File: src/rtl/imul_pkg.sv
// imul_pkg: definitions shared by the imul_sequencer slice.
//   OPERAND_W / RESULT_W - operand and product widths (16 and 32 bits)
//   SETTLE_MIN/MAX       - legal range of the SETTLE_CYCLES parameter
//   COUNT_W              - width of the settle counter (holds up to SETTLE_MAX-1)
//   seqState_t           - sequencer FSM state encodings
package imul_pkg;

  localparam int OPERAND_W  = 16;
  localparam int RESULT_W   = 32;
  localparam int SETTLE_MIN = 1;
  localparam int SETTLE_MAX = 15;
  localparam int COUNT_W    = 4;

  typedef enum logic [1:0] {
    IDLE   = 2'b00,
    SETTLE = 2'b01,
    DONE   = 2'b10
  } seqState_t;

endpackage

File: src/rtl/imul_core.sv
// imul_core: 16x16 unsigned combinational array multiplier.
// Each set bit of iB contributes iA shifted to that bit position; the
// partial products are summed at full 32-bit width, so nothing is truncated.
//   iA, iB   - unsigned operands (must come from registered sources)
//   oProduct - full-width unsigned product
module imul_core
  import imul_pkg::*;
(
  input  logic [OPERAND_W-1:0] iA,
  input  logic [OPERAND_W-1:0] iB,
  output logic [RESULT_W-1:0]  oProduct
);

  logic [RESULT_W-1:0] partialSum;

  always_comb begin
    partialSum = '0;
    for (int i = 0; i < OPERAND_W; i++) begin
      if (iB[i]) begin
        partialSum = partialSum + (RESULT_W'(iA) << i);
      end
    end
    oProduct = partialSum;
  end

endmodule

File: src/rtl/imul_sequencer.sv
// imul_sequencer: accepts an unsigned 16x16 operand pair, lets the
// combinational product settle for SETTLE_CYCLES edges (legal 1..15), then
// presents the registered 32-bit result until downstream takes it.
//
// Ports:
//   Clock   - system clock, rising edge
//   Reset   - asynchronous, active-low reset
//   iValid / oReady  - upstream handshake, operands iA / iB
//   oValid  / iReady - downstream handshake, result oResult
//   oBusy   - high whenever the FSM is not IDLE
//
// Handshake: a transfer happens on a rising edge where valid and ready are
// both high. oReady is high only in IDLE, oValid only in DONE; each depends
// only on registered state, never on the partner's valid/ready. oResult is
// stable for as long as oValid is high.
//
// Build option: define IMUL_ACC_EN for accumulate mode. This adds iAccClr
// (clear accumulator, honoured in IDLE only) and oOverflow (sticky carry
// out of bit 31); oResult then carries the running sum of products.
module imul_sequencer
  import imul_pkg::*;
#(
  parameter int SETTLE_CYCLES = 2
) (
  input  logic        Clock,
  input  logic        Reset,
  input  logic        iValid,
  output logic        oReady,
  input  logic [15:0] iA,
  input  logic [15:0] iB,
  output logic        oValid,
  input  logic        iReady,
  output logic [31:0] oResult,
  output logic        oBusy
`ifdef IMUL_ACC_EN
  ,
  input  logic        iAccClr,
  output logic        oOverflow
`endif
);

  // Loaded at acceptance; SETTLE ends on the edge where it reads zero,
  // which makes the result visible exactly SETTLE_CYCLES edges later.
  localparam logic [COUNT_W-1:0] CNT_LOAD = COUNT_W'(SETTLE_CYCLES - 1);

  seqState_t              stateQ;
  seqState_t              stateD;
  logic [COUNT_W-1:0]     settleCount;
  logic [OPERAND_W-1:0]   opA;
  logic [OPERAND_W-1:0]   opB;
  logic [RESULT_W-1:0]    resultQ;
  logic [RESULT_W-1:0]    product;
  logic [RESULT_W-1:0]    nextResult;
  logic                   settleDone;

  imul_core uCore (
    .iA       (opA),
    .iB       (opB),
    .oProduct (product)
  );

  assign settleDone = (stateQ == SETTLE) && (settleCount == '0);

  // State register
  always_ff @(posedge Clock or negedge Reset) begin
    if (!Reset) begin
      stateQ <= IDLE;
    end else begin
      stateQ <= stateD;
    end
  end

  // Next state and handshake outputs
  always_comb begin
    stateD = stateQ;
    oReady = 1'b0;
    oValid = 1'b0;
    oBusy  = 1'b1;
    case (stateQ)
      IDLE: begin
        oReady = 1'b1;
        oBusy  = 1'b0;
        if (iValid) stateD = SETTLE;
      end
      SETTLE: begin
        if (settleCount == '0) stateD = DONE;
      end
      DONE: begin
        oValid = 1'b1;
        if (iReady) stateD = IDLE;
      end
      default: begin
        // Unused encoding: recover to IDLE on the next edge.
        stateD = IDLE;
      end
    endcase
  end

  // Operand capture, settle counter and result register
  always_ff @(posedge Clock or negedge Reset) begin
    if (!Reset) begin
      settleCount <= '0;
      opA         <= '0;
      opB         <= '0;
      resultQ     <= '0;
    end else begin
      if (stateQ == IDLE && iValid) begin
        opA         <= iA;
        opB         <= iB;
        settleCount <= CNT_LOAD;
      end else if (stateQ == SETTLE) begin
        if (settleCount == '0) begin
          resultQ <= nextResult;
        end else begin
          settleCount <= settleCount - 1'b1;
        end
      end
    end
  end

`ifdef IMUL_ACC_EN
  logic [RESULT_W-1:0] accQ;
  logic                overflowQ;
  logic [RESULT_W:0]   accSum;

  // One extra bit to catch the carry out of bit 31.
  assign accSum     = {1'b0, accQ} + {1'b0, product};
  assign nextResult = accSum[RESULT_W-1:0];

  // A clear in IDLE lands on the acceptance edge itself, so the operation
  // accepted on that edge starts from an empty accumulator.
  always_ff @(posedge Clock or negedge Reset) begin
    if (!Reset) begin
      accQ      <= '0;
      overflowQ <= 1'b0;
    end else if (stateQ == IDLE && iAccClr) begin
      accQ      <= '0;
      overflowQ <= 1'b0;
    end else if (settleDone) begin
      accQ <= accSum[RESULT_W-1:0];
      if (accSum[RESULT_W]) overflowQ <= 1'b1;
    end
  end

  assign oOverflow = overflowQ;
`else
  assign nextResult = product;
`endif

  assign oResult = resultQ;

endmodule

File: config.mk
export PLATFORM = sky130hd
export DESIGN_NAME = imul_sequencer
export DESIGN_NICKNAME = d
export VERILOG_FILES = /design/src/rtl/imul_pkg.sv /design/src/rtl/imul_core.sv /design/src/rtl/imul_sequencer.sv
export SDC_FILE = /design/constraint.sdc
export NUM_CORES = 1
export LEC_CHECK = 0
export ABC_AREA = 1
export BUFFER_PORTS_ARGS = -buffer_cell sky130_fd_sc_hd__buf_2
export CAP_MARGIN = 40
export CORE_MARGIN = 3
export CORE_UTILIZATION = 55
export CTS_CLUSTER_DIAMETER = 40
export DETAILED_ROUTE_END_ITERATION = 16
export PLACE_DENSITY = 0.84
export SKIP_LAST_GASP = 1
export SYNTH_ARGS = -nofsm -noshare
export SYNTH_HDL_FRONTEND = slang
export SYNTH_SLANG_ARGS = --single-unit
File: constraint.sdc
create_clock -name Clock -period 17.8 [get_ports Clock]
set_input_delay 0.89 -clock Clock [delete_from_list [all_inputs] [get_ports Clock]]
set_output_delay 0.89 -clock Clock [all_outputs]
set_load 0.02 [all_outputs]
==> results.sh, run 1 <==
export IMPL_error="[ERROR GRT-0232] Routing congestion too high. Check the congestion heatmap in the GUI."
export IMPL_htree_num_levels=3
export IMPL_cts_sinks=70
export IMPL_grt_max_degree=51
export IMPL_synthArstFlopShare=1.00
export IMPL_track_usage=0.814
export IMPL_syn_cell_area_um2=16800
export IMPL_cts_buffers=9
export IMPL_worstEndpointType="register data pin"
export IMPL_die_w_um=181
export IMPL_repair_timing_grt_worst_ep="oResult[30]$_DFFE_PN0P_/D"
export IMPL_cts_buffer_depth=2
export IMPL_dpl_hpwl_mm=49.7
export IMPL_synth_edf_count=0
export IMPL_synthTopCellsByArea="ha_1, nand2_1, dfrtp_1"
export IMPL_fp_row_count=63
export IMPL_antenna_found_initial=10
export IMPL_syn_inst=2769
export IMPL_cts_root_buf="clkbuf_16"
export IMPL_syn_nets=3077
export IMPL_ys_ff_latch=70
export IMPL_ys_seq_area_frac=0.104
export IMPL_yosys_warnings=0
export IMPL_port_buffers=70
export IMPL_holdBufCountCts=0
export IMPL_pin_count=71
export IMPL_overflow=147
export IMPL_die_h_um=181
export IMPL_yosys_cell_types_count=59
export IMPL_gp_congestion=1.00
export IMPL_netlist_top_cell_by_area="ha_1"
export IMPL_synth_main_ff_cell="dfrtp_1"
export IMPL_status="stopped before the end"
export IMPL_lastStage="5_1_grt"
export IMPL_syn_avg_cell_area_um2=6.08
export IMPL_start_util=0.563
export IMPL_synth_top_area_share=0.191
cell usage after synthesis (4+ instances only):
| cell | n |
|---|---|
| inv_2 | 6 |
| buf_2 | 18 |
| a21oi_1 | 225 |
| nand2_1 | 791 |
| dfrtp_1 | 70 |
| nand3_2 | 15 |
| inv_1 | 314 |
| o31ai_1 | 12 |
| nand2_2 | 31 |
| clkbuf_1 | 29 |
| o21bai_1 | 16 |
| and2_1 | 52 |
| xnor2_1 | 27 |
| a21o_1 | 10 |
| buf_4 | 8 |
| ha_1 | 257 |
| nand3_1 | 266 |
| xor2_1 | 60 |
| nor3_1 | 16 |
| nor4_1 | 6 |
| nand4_1 | 10 |
| o21a_1 | 8 |
| fa_1 | 15 |
| o21ai_1 | 30 |
| a21oi_2 | 4 |
| or2_2 | 45 |
| o21ai_0 | 136 |
| a31oi_1 | 11 |
| nor2_1 | 182 |
| a21boi_0 | 5 |
| clkinv_1 | 6 |
| nand3b_1 | 14 |
| o21ai_2 | 29 |
what timing repair did:
action / CTS
setup buffers: 17
resized for setup: 191
setup endpoints to repair: 9
pin swaps: 59
kinds of logic after synthesis:
logic type / synth area share
simple gates: 0.374
xor+xnor: 0.0453
fa+ha+maj: 0.209
mux: 0.000595
compound gates: 0.177
buf+inv: 0.0900
flops: 0.104
per-layer routing:
layer  GRT usage  overflow
met2       0.952        89
met3       0.678         2
met5       0.347         1
met4       0.844        53
met1       0.812         2
through the flow:
stage / setup slack [ns] / hold WS (ns) / instances / cell area (um2)
2_1_floorplan: 0.641 / 0.435 / 2769 / 16800
4_1_cts: 0.00179 / 0.404 / 3774 / 22900
3_5_place_dp: -1.22 / 0.460 / 3741 / 21700
3_3_place_gp: -0.617 / 0.458 / 3739 / 21700
==> run 2, diff against run 1 <==
CORE_UTILIZATION = 40   (was 55)
CTS_CLUSTER_DIAMETER = unset   (was 40)
PLACE_DENSITY = unset   (was 0.84)
PLACE_DENSITY_LB_ADDON = 0.15   (was unset)
clock period = 23.1 ns   (was 17.8 ns; I/O delays follow)
==> results.sh, run 2 <==
export IMPL_status="finished, final reports clean"
export IMPL_dpl_hpwl_mm=45.2
export IMPL_crit_slowest_cell="dfrtp_1"
export IMPL_cp_max_fo=19
export IMPL_grt_max_degree=52
export IMPL_port_buffers=70
export IMPL_synthArstFlopShare=1.00
export IMPL_crit_start="opB[0]$_DFFE_PN0P_"
export IMPL_drcViolationCount=0
export IMPL_slew_violations=0
export IMPL_cts_buffer_depth=2
export IMPL_grt_pass1_wl_mm=90.0
export IMPL_routed_via_density=5.34
export IMPL_worstMarginPinSlew_ns=0.861
export IMPL_hold_class="reg -> reg"
export IMPL_worst_path_buf_inv=12
export IMPL_slew_headroom=0.425
export IMPL_pin_count=71
export IMPL_grt_busiest_layer="met2"
export IMPL_reg2reg_from="opB[0]$_DFFE_PN0P_"
export IMPL_cts_sinks=70
export IMPL_finalHoldViolCount=0
export IMPL_period_share=0.913
export IMPL_vias=17900
export IMPL_drt_initial_drc_count=1255
export IMPL_layout_drive_gt1_share=0.0915
export IMPL_startpoint_type="flop"
export IMPL_dp_slack_ns=2.74
export IMPL_fin_tns_setup_ns=0
export IMPL_synth_main_ff_cell="dfrtp_1"
export IMPL_grt_pass1_vias=17100
export IMPL_met3_usage=0.0192
export IMPL_synth_top_area_share=0.191
export IMPL_post_drt_wl_per_cell_um=17.1
export IMPL_end_kind="flop"
export IMPL_clk_pin_slew_ns=0.08
export IMPL_worst_slack_ns=2.00
export IMPL_clk_latency_ns=0.39
export IMPL_antenna_found_initial=0
export IMPL_cts_tree="yes"
export IMPL_synthTopCellsByArea="ha_1, nand2_1, dfrtp_1"
export IMPL_die_w_um=211
export IMPL_drtAntennaViolNets=0
export IMPL_diodes=0
export IMPL_htree_num_levels=3
export IMPL_worstPathArrival_ns=21.37
export IMPL_start_util=0.408
export IMPL_die_h_um=211
export IMPL_fp_row_count=74
export IMPL_syn_nets=3077
export IMPL_drt_wl_total_mm=57.3
export IMPL_timing_reg2reg_setup_slack_ns=2.00
export IMPL_syn_cell_area_um2=16800
export IMPL_rsz0062_at_grt="no"
export IMPL_die_area_um2=44600
export IMPL_firstDrtPassIters=5
export IMPL_finalNetCount=3124
export IMPL_crit_top_cell="nand2_1"
export IMPL_gp_congestion=0.954
export IMPL_ys_seq_area_frac=0.104
export IMPL_setup_viol=0
export IMPL_path_depth=127
export IMPL_critPathTopFamily="simple AND/OR/NAND/NOR gates"
export IMPL_largest_reg_flops=32
export IMPL_r2r_end="oResult[30]$_DFFE_PN0P_"
export IMPL_syn_to_final_growth_pct=7.49
export IMPL_maxCapViolCount=0
export IMPL_finClkSkew_ns=0.0121
export IMPL_mostFrequentLayoutCells="nand2_1, inv_1, nand3_1, ha_1, a21oi_1"
export IMPL_fmax_mhz=47.4
export IMPL_holdBufCountCts=0
export IMPL_cts_resized=0
export IMPL_r2r_cells=127
export IMPL_track_usage=0.254
export IMPL_synth_most_common_cell="nand2_1"
export IMPL_yosys_cell_types_count=59
export IMPL_slowest_delay_ns=0.88
export IMPL_ys_ff_latch=70
export IMPL_yosys_warnings=0
export IMPL_cts_root_buf="clkbuf_16"
export IMPL_cts_setup_buffers=0
export IMPL_cts_buffers=9
export IMPL_core_area_um2=41200
export IMPL_crit_path_end="oResult[30]$_DFFE_PN0P_"
export IMPL_use_met1=0.329
export IMPL_netlist_top_cell_by_area="ha_1"
export IMPL_grtUsageMet2=0.437
export IMPL_overflow=0
export IMPL_final_common_cell="nand2_1"
export IMPL_syn_avg_cell_area_um2=6.08
export IMPL_syn_inst=2769
export IMPL_synth_edf_count=0
export IMPL_critPathRequiredTime_ns=23.37
export IMPL_post_route_min_period_ns=21.10
export IMPL_critical_path_class="reg -> reg"
export IMPL_synthTopCellsByCount="nand2_1, inv_1, nand3_1"
==> run 2: cell counts after synthesis <==
No cell type changed its count.
==> run 2: worst min path at each step <==
| stage | from | end | slack, ns | cells past startpoint |
|---|---|---|---|---|
| finish | oResult[30]$_DFFE_PN0P_ | oResult[30]$_DFFE_PN0P_ | 0.48 | 2 |
| global route | oResult[30]$_DFFE_PN0P_ | oResult[30]$_DFFE_PN0P_ | 0.50 | 2 |
| CTS | oResult[30]$_DFFE_PN0P_ | oResult[30]$_DFFE_PN0P_ | 0.48 | 2 |
| detailed placement | oResult[10]$_DFFE_PN0P_ | oResult[10]$_DFFE_PN0P_ | 0.46 | 2 |
| global placement | oResult[30]$_DFFE_PN0P_ | oResult[30]$_DFFE_PN0P_ | 0.46 | 2 |
| floorplan | settleCount[3]$_DFFE_PN0P_ | settleCount[3]$_DFFE_PN0P_ | 0.44 | 1 |
==> run 2: cell families (layout without fill, tap and decap cells) <==
logic type / count (synthesis) / after routing / synth area share
adders and majority gates: 272 / 272 / 0.209
and+or+nand+nor: 1437 / 1437 / 0.374
AOI/OAI and AO/OA: 516 / 516 / 0.177
DFF: 70 / 70 / 0.104
xor gates and xnor gates: 87 / 87 / 0.0453
muxes: 1 / 1 / 0.000595
buffers and inverters: 386 / 438 / 0.0900
==> run 2: metrics by stage <==
| step | area [um2] | hold WS, ns | util | std cells |
|---|---|---|---|---|
| 6_report | 18100 | 0.480 | 0.439 | 3353 |
| 5_1_grt | 18100 | 0.497 | 0.439 | 3353 |
| 4_1_cts | 18100 | 0.481 | 0.439 | 3353 |
| 3_5_place_dp | 17800 | 0.461 | 0.432 | 3337 |
| 3_3_place_gp | 17700 | 0.463 | 0.430 | 3333 |
| 2_1_floorplan | 16800 | 0.435 | - | 2769 |
==> run 2: cell type report <==
cell class | instances | area (um2)
Clock inverter | 7 | 73.8
Timing Repair Buffer | 95 | 576
Inverter | 327 | 1230
Tap cell | 532 | 666
Fill cell | 4443 | 23100
Sequential cell | 70 | 1750
Clock buffer | 9 | 225
Multi-Input combinational cell | 2313 | 13600
==> run 2: per-layer routing <==
| layer | routed length (um) | share of wire | vias to the layer above |
|---|---|---|---|
| met5 | 0 | 0 | - |
| met3 | 1530 | 0.027 | 100 |
| li1 | - | - | 9274 |
| met2 | 26600 | 0.46 | 364 |
| met1 | 26600 | 0.46 | 8177 |
| met4 | 2590 | 0.045 | 0 |
==> run 2: worst register-to-register path, delay by kind of cell (launching register included) <==
kind	cells	cell delay [ns]
simple gates	81	10.78
fa+ha+maj	15	4.65
compound gates	15	3.14
flops	1	0.88
buf+inv	12	0.86
xor+xnor	4	0.67
Power of run 2 is not shown: default switching activity piles up to over one toggle a cycle in this logic, so the estimate is an artifact.
==> run 3, diff against run 2 <==
CORE_ASPECT_RATIO = 1.75   (was unset)
clock period = 21.1 ns   (was 23.1 ns; I/O delays follow)
==> results.sh, run 3 (synthesis results as in run 2) <==
export IMPL_critical_path_class="reg -> reg"
export IMPL_dpl_instance_area_um2=17900
export IMPL_timing_reg2reg_setup_slack_ns=1.66
export IMPL_r2r_end="oResult[30]$_DFFE_PN0P_"
export IMPL_cts_tree="yes"
export IMPL_holdBufCountCts=0
export IMPL_drt_wl_total_mm=57.8
export IMPL_worst_slack_ns=1.66
export IMPL_clk_pin_slew_ns=0.08
export IMPL_cp_max_fo=11
export IMPL_drcViolationCount=0
export IMPL_core_area_um2=41200
export IMPL_dpl_hpwl_mm=47.6
export IMPL_slowest_delay_ns=0.55
export IMPL_clk_latency_ns=0.35
export IMPL_overflow=0
export IMPL_cts_buffers=9
export IMPL_grt_pass1_wl_mm=92.0
export IMPL_finalHoldViolCount=0
export IMPL_end_kind="flop"
export IMPL_mostFrequentLayoutCells="nand2_1, inv_1, nand3_1, ha_1, a21oi_1"
export IMPL_slew_violations=0
export IMPL_vias=18100
export IMPL_cts_buffer_depth=2
export IMPL_status="finished, final reports clean"
export IMPL_crit_slowest_cell="dfrtp_4"
export IMPL_worstMarginPinSlew_ns=0.870
export IMPL_reg2reg_from="opB[0]$_DFFE_PN0P_"
export IMPL_critPathRequiredTime_ns=21.35
export IMPL_die_h_um=277
export IMPL_routed_via_density=5.36
export IMPL_drtAntennaViolNets=0
export IMPL_gp_congestion=0.931
export IMPL_final_area_um2=18300
export IMPL_slew_headroom=0.419
export IMPL_worstPathArrival_ns=19.69
export IMPL_r2r_cells=119
export IMPL_fp_row_count=98
export IMPL_crit_start="opB[0]$_DFFE_PN0P_"
export IMPL_finalNetCount=3137
export IMPL_largest_reg_flops=32
export IMPL_maxCapViolCount=0
export IMPL_fmax_mhz=51.4
export IMPL_firstDrtPassIters=5
export IMPL_final_common_cell="nand2_1"
export IMPL_post_drt_wl_per_cell_um=17.1
export IMPL_crit_path_end="oResult[30]$_DFFE_PN0P_"
export IMPL_track_usage=0.255
export IMPL_final_instance_count_excl_fill=3385
export IMPL_die_area_um2=44600
export IMPL_hold_class="reg -> reg"
export IMPL_pin_count=71
export IMPL_period_share=0.921
export IMPL_dp_slack_ns=1.11
export IMPL_cts_root_buf="clkbuf_16"
export IMPL_setup_viol=0
export IMPL_fin_tns_setup_ns=0
export IMPL_start_util=0.408
export IMPL_startpoint_type="flop"
export IMPL_crit_top_cell="nand2_1"
export IMPL_grt_max_degree=62
export IMPL_htree_num_levels=3
export IMPL_finClkSkew_ns=0.0148
export IMPL_cts_sinks=70
export IMPL_die_w_um=161
export IMPL_syn_to_final_growth_pct=8.93
export IMPL_dp_cells=3363
export IMPL_port_buffers=70
export IMPL_grt_pass1_vias=18200
export IMPL_drt_initial_drc_count=917
export IMPL_layout_drive_gt1_share=0.103
export IMPL_antenna_found_initial=1
export IMPL_post_route_min_period_ns=19.44
[run 3: cell count changes in the layout (fill, tap and decap cells not counted), moves of 3 or more]
cell	previous run	this run
buf_4	23	34
dfrtp_1	70	63
dfrtp_2	0	5
a21oi_1	225	221
a21oi_2	4	8
buf_16	1	5
clkinvlp_4	0	3
o21ai_0	136	133
[run 3: how the worst min path moves through the flow]
stage | start | endpoint | slack (ns) | cells past startpoint
global placement | oResult[9]$_DFFE_PN0P_ | oResult[9]$_DFFE_PN0P_ | 0.46 | 2
global route | oResult[13]$_DFFE_PN0P_ | oResult[13]$_DFFE_PN0P_ | 0.50 | 2
CTS | oResult[10]$_DFFE_PN0P_ | oResult[10]$_DFFE_PN0P_ | 0.48 | 2
detailed placement | oResult[10]$_DFFE_PN0P_ | oResult[10]$_DFFE_PN0P_ | 0.47 | 2
floorplan | settleCount[3]$_DFFE_PN0P_ | settleCount[3]$_DFFE_PN0P_ | 0.44 | 1
finish | oResult[10]$_DFFE_PN0P_ | oResult[10]$_DFFE_PN0P_ | 0.48 | 2
[run 3: final cells by class]
| cell class | count | area (um2) |
|---|---|---|
| fillers | 4569 | 22900 |
| multi-input cells | 2313 | 13600 |
| flip-flops and latches | 70 | 1770 |
| inverters | 327 | 1230 |
| repair buffers | 108 | 738 |
| well taps | 550 | 688 |
| clock buffers | 9 | 225 |
| clock inverters | 7 | 63.8 |
| diodes | 1 | 2.50 |
[run 3: per-stage QoR]
| stage | hold slack, ns | util |
|---|---|---|
| 6_report | 0.482 | 0.445 |
| 4_1_cts | 0.482 | 0.442 |
| 3_5_place_dp | 0.468 | 0.435 |
| 5_1_grt | 0.502 | 0.445 |
| 3_3_place_gp | 0.463 | 0.432 |
| 2_1_floorplan | 0.435 | - |
[run 3: critical path, delay by kind of cell (launching register included)]
| family | cells | cell delay (ns) |
|---|---|---|
| XOR/XNOR | 8 | 1.24 |
| adder cells (fa/ha/maj) | 16 | 5.04 |
| AND/OR/NAND/NOR | 59 | 7.56 |
| buffers and inverters | 11 | 0.67 |
| flip-flops | 1 | 0.55 |
| multiplexers | 1 | 0.26 |
| AO/OA/AOI/OAI | 24 | 4.01 |
[run 3: layer usage]
layer  share of wire  up-vias  track usage
met5               0        -            0
met4           0.054        0        0.114
met3           0.018      130       0.0155
met2            0.56      274        0.527
met1            0.37     8426        0.253
li1                -     9299            -
[run 3: timing repair]
action                                  in CTS  in global routing
resized for setup                            0                 25
buffers inserted                             0                  5
endpoints found under the setup margin       0                  6
Power of run 3 is left out for the same reason.
